==> src/rtl/generic_demux1x2_stream.sv <==
// Registered 1-to-2 valid/ready stream demux, 2-entry buffer per output.
// Optional per-output delivery counters: `define DEMUX_COUNT_EN.
module generic_demux1x2_stream #(
  parameter int n     = 8,
  parameter int CNT_W = 16
) (
  input  logic         clk,
  input  logic         resetn,
  input  logic [n-1:0] in_data,
  input  logic         in_valid,
  input  logic         sel,
  output logic         in_ready,
  output logic [n-1:0] f0_data,
  output logic         f0_valid,
  input  logic         f0_ready,
  output logic [n-1:0] f1_data,
  output logic         f1_valid,
  input  logic         f1_ready
`ifdef DEMUX_COUNT_EN
  ,
  output logic [CNT_W-1:0] f0_count,
  output logic [CNT_W-1:0] f1_count
`endif
);

  typedef enum logic [1:0] {
    EMPTY = 2'd0,
    ONE   = 2'd1,
    TWO   = 2'd2
  } occ_e;

  occ_e         st_q [2];
  occ_e         st_d [2];
  logic [n-1:0] head_q [2];
  logic [n-1:0] tail_q [2];
  logic [1:0]   push;
  logic [1:0]   pop;
  logic [1:0]   vld;
  logic [1:0]   rdy;
  logic         acc;

  // Input may enter unless the selected buffer is full
  always_comb begin
    in_ready = 1'b0;
    if (resetn) begin
      in_ready = sel ? (st_q[1] != TWO)
                     : (st_q[0] != TWO);
    end
  end

  // Push/pop strobes for both buffers
  always_comb begin
    acc     = in_valid & in_ready;
    push[0] = acc & ~sel;
    push[1] = acc & sel;
    rdy     = {f1_ready, f0_ready};
    vld[0]  = (st_q[0] != EMPTY);
    vld[1]  = (st_q[1] != EMPTY);
    pop     = vld & rdy;
  end

  // Occupancy next-state for each buffer
  always_comb begin
    for (int k = 0; k < 2; k++) begin
      st_d[k] = st_q[k];
      unique case (st_q[k])
        EMPTY: begin
          if (push[k]) st_d[k] = ONE;
        end
        ONE: begin
          if (push[k] && !pop[k])
            st_d[k] = TWO;
          else if (pop[k] && !push[k])
            st_d[k] = EMPTY;
        end
        TWO: begin
          if (pop[k]) st_d[k] = ONE;
        end
        default: st_d[k] = EMPTY;
      endcase
    end
  end

  // Occupancy state registers
  always_ff @(posedge clk or negedge resetn) begin
    if (!resetn) begin
      for (int k = 0; k < 2; k++)
        st_q[k] <= EMPTY;
    end else begin
      for (int k = 0; k < 2; k++)
        st_q[k] <= st_d[k];
    end
  end

  // Head/tail storage; head is always the oldest word
  always_ff @(posedge clk or negedge resetn) begin
    if (!resetn) begin
      for (int k = 0; k < 2; k++) begin
        head_q[k] <= '0;
        tail_q[k] <= '0;
      end
    end else begin
      for (int k = 0; k < 2; k++) begin
        unique case (st_q[k])
          EMPTY: begin
            if (push[k]) head_q[k] <= in_data;
          end
          ONE: begin
            if (push[k] && pop[k])
              head_q[k] <= in_data;
            else if (push[k])
              tail_q[k] <= in_data;
          end
          TWO: begin
            if (pop[k]) head_q[k] <= tail_q[k];
          end
          default: ;
        endcase
      end
    end
  end

  assign f0_data  = head_q[0];
  assign f1_data  = head_q[1];
  assign f0_valid = vld[0];
  assign f1_valid = vld[1];

`ifdef DEMUX_COUNT_EN
  // Saturating delivery counters, cleared only by reset
  always_ff @(posedge clk or negedge resetn) begin
    if (!resetn) begin
      f0_count <= '0;
      f1_count <= '0;
    end else begin
      if (pop[0] && (f0_count != '1))
        f0_count <= f0_count + 1'b1;
      if (pop[1] && (f1_count != '1))
        f1_count <= f1_count + 1'b1;
    end
  end
`endif

endmodule
==> config.mk <==
export PLATFORM = sky130hd
export DESIGN_NAME = generic_demux1x2_stream
export DESIGN_NICKNAME = d
export VERILOG_FILES = /design/src/rtl/generic_demux1x2_stream.sv
export SDC_FILE = /design/constraint.sdc
export NUM_CORES = 1
export LEC_CHECK = 0
export BUFFER_PORTS_ARGS = -buffer_cell sky130_fd_sc_hd__buf_2
export CAP_MARGIN = 20
export CORE_MARGIN = 2
export CORE_UTILIZATION = 55
export CTS_BUF_LIST = sky130_fd_sc_hd__clkbuf_2
export CTS_CLUSTER_DIAMETER = 100
export DETAILED_ROUTE_END_ITERATION = 6
export PLACE_DENSITY_LB_ADDON = 0.3
export SYNTH_ARGS = -nofsm -noshare
export SYNTH_HDL_FRONTEND = slang
export SYNTH_SLANG_ARGS = --single-unit
==> constraint.sdc <==
create_clock -name clk -period 2.2 [get_ports clk]
set_input_delay 0.22 -clock clk [delete_from_list [all_inputs] [get_ports clk]]
set_output_delay 0.22 -clock clk [all_outputs]
set_load 0.05 [all_outputs]
==> metrics.cfg <==
[status]
status = complete, no violations

[cts]
clk_latency_ns = 0.37
cts_buffers = 5
cts_tree = done
clk_pin_slew_ns = 0.16
root_buffer = clkbuf_2
max-clock-path-buffers = 2
cts.sinks = 36
htree_levels = 2

[cells_and_area]
finish.net_count = 193
final_util = 0.676
diodes = 0
stdcell_count = 217
final_common_cell = mux2_2
layout_common_cells = mux2_2, dfrtp_1, buf_2, buf_4
drive_above_1_share = 0.555
syn2layout_area_growth_pct = 16.4

[sta]
min_period_ns = 2.11
setup_viol = 0
skew_ns = 0.0139
finalSetupTns_ns = 0
rsz0062_at_grt = false
max-slew-margin-rel = 0.703
max_slew.worst_pin.slew_ns = 0.444
slew_viol_final = 0
fmax_ghz = 0.475
hold_viol_final = 0
min_period_over_period = 0.958
holdWs_ns = 0.0587

[synth]
synth-seq-cells = 36
netlist_instances = 130
synth_top_family_by_area = multiplexers
yosys.area_share.simple = 0.0776
synthAdderAreaFrac = 0.0423
syn-num-nets = 150
ys_seq_area_frac = 0.508
synth.distinct_cells = 25
synth_mux_area_frac = 0.305
synth_xor_area_frac = 0
synth-compound-area-share = 0.0480
syn-mean-instance-area_um2 = 13.6
ys.warnings.count = 0
synth_area_um2 = 1770

[critical_path]
end_kind = flop
path_cells = nor2b_1, nor3_1, ha_1, nand2b_1, a22oi_2, buf_4, mux2_2
crit_slowest_cell = dfrtp_1
crit_fanout = 9
critPathKind = reg -> reg
critPathLaunchType = flop
critical-path-max-stage-delay_ns = 0.50
arrival_ns = 2.37
critPathRequiredTime_ns = 2.46
critPathTopFamily = simple AND/OR/NAND/NOR gates
crit_buf_inv = 1

[drt]
post_drt_wl_per_cell_um = 15.3
via_per_inst = 5.47
drt_wl_total_um = 3310
drtIter0Drc = 66
vias = 1186
first_pass_iters = 4
post-route-drc-count = 0
final_antenna_net_count = 0

[die]
die_y_um = 60.8
start_util = 0.581
die_x_um = 60.8
rows = 20
coreArea_um2 = 3050
die_area_um2 = 3700
ios = 33

[global_route]
grtUsageTotal = 0.210
grt_antenna_before_repair = 0
gr-total-overflow = 0
grt_pass1_wl_um = 5400
grt_max_degree = 27
grt_pass1_vias = 1167

[job]
cap_violations = 0

[placement]
io_buffer_count = 32
gp_congestion = 0.883
dp_hpwl_um = 2480
dp_cells = 206

[pwr]
power_per_cell_area_nw_per_um2 = 1420
p_leak_nw = 0.963
ir_drop_uv = 726

[worst_hold_path]
min_path_type = in -> reg

-- power breakdown --
| part | leakage, nW | switching (mW) | internal (mW) |
|---|---|---|---|
| sequential | 0.435 | 0.175 | 0.976 |
| clock | 0.0239 | 0.198 | 0.0655 |
| combinational | 0.504 | 0.954 | 0.572 |
| total | 0.963 | 1.33 | 1.61 |
-- metrics by stage --
stage	power [mW]	setup slack, ns	area (um^2)
4_1_cts	2.93	0.0146	2040
3_3_place_gp	2.60	0.209	2000
6_report	2.94	0.0932	2060
2_1_floorplan	2.33	0.0951	1770
3_5_place_dp	2.67	0.0435	2000
5_1_grt	3.13	0.00514	2060
-- registers in the layout (all words and copies together), names as in the netlist --
name	flops
f0_data	8
st_q	4
f1_data	8
tail_q	16
-- layout make-up --
type	instances	area, um^2
multi-input cells	86	838
repair buffers	40	223
well taps	44	55.1
fillers	240	988
inverters	4	15.0
clock inverters	2	7.51
clock buffers	5	25.0
flip-flops and latches	36	901
-- path summary, 6_finish.rpt --
check / startpoint / end / slack (ns) / depth (start not counted)
worst min-delay path: f1_ready / st_q[1] / 0.06 / 2
worst max-delay path: st_q[3] / f0_data[2] / 0.09 / 7
worst max register to register: st_q[3] / f0_data[2] / 0.09 / 7
max in group asynchronous: resetn / f0_data[2] / 1.54 / 3
worst min register to register: tail_q[8] / tail_q[8] / 0.52 / 1
min in group asynchronous: resetn / tail_q[12] / 0.33 / 3
-- cell usage after synthesis --
cell | instances | area share
nand4bb_1 | 1 | 0.0063
nor3_1 | 1 | 0.0028
nor2_1 | 1 | 0.0021
nand2_1 | 6 | 0.013
a22oi_2 | 1 | 0.0071
dfrtp_1 | 36 | 0.51
or4bb_1 | 1 | 0.0063
a21oi_1 | 1 | 0.0028
nor2_2 | 1 | 0.0035
nor2b_1 | 3 | 0.011
o22ai_1 | 1 | 0.0035
nand3_1 | 1 | 0.0028
clkbuf_2 | 1 | 0.0028
ha_1 | 6 | 0.042
o21ai_0 | 2 | 0.0056
mux2_2 | 48 | 0.30
or2_2 | 1 | 0.0035
buf_2 | 3 | 0.0085
o21a_1 | 1 | 0.0042
o211a_1 | 1 | 0.0056
inv_1 | 4 | 0.0085
nand3b_1 | 3 | 0.013
a22oi_1 | 1 | 0.0042
a221oi_4 | 1 | 0.015
nand2b_1 | 4 | 0.014
-- layer usage --
metal  up-vias  share of wire  GRT usage
li1        549              -          -
met1       594           0.43      0.259
met2        35           0.50      0.333
met3         8          0.057     0.0746
met4         0          0.019     0.0963
met5         -              0          0
-- worst register-to-register path: cells and delay by family (launching register included) --
kind	cells	cell delay, ns
flops	1	0.50
mux	1	0.34
compound gates	1	0.14
fa+ha+maj	1	0.23
buf+inv	1	0.18
simple gates	3	0.61
-- kinds of logic after synthesis --
family / Yosys count
compound gates: 9
fa+ha+maj: 6
buf+inv: 8
flops: 36
mux: 48
simple gates: 23
-- repair_timing --
item,4_1_cts,5_1_grt
hold buffers,1,0
resized for setup,0,0
buffers inserted,0,3
endpoints found under the setup margin,0,10
hold endpoints to repair,36,0
(Power assumes the default switching activity.)
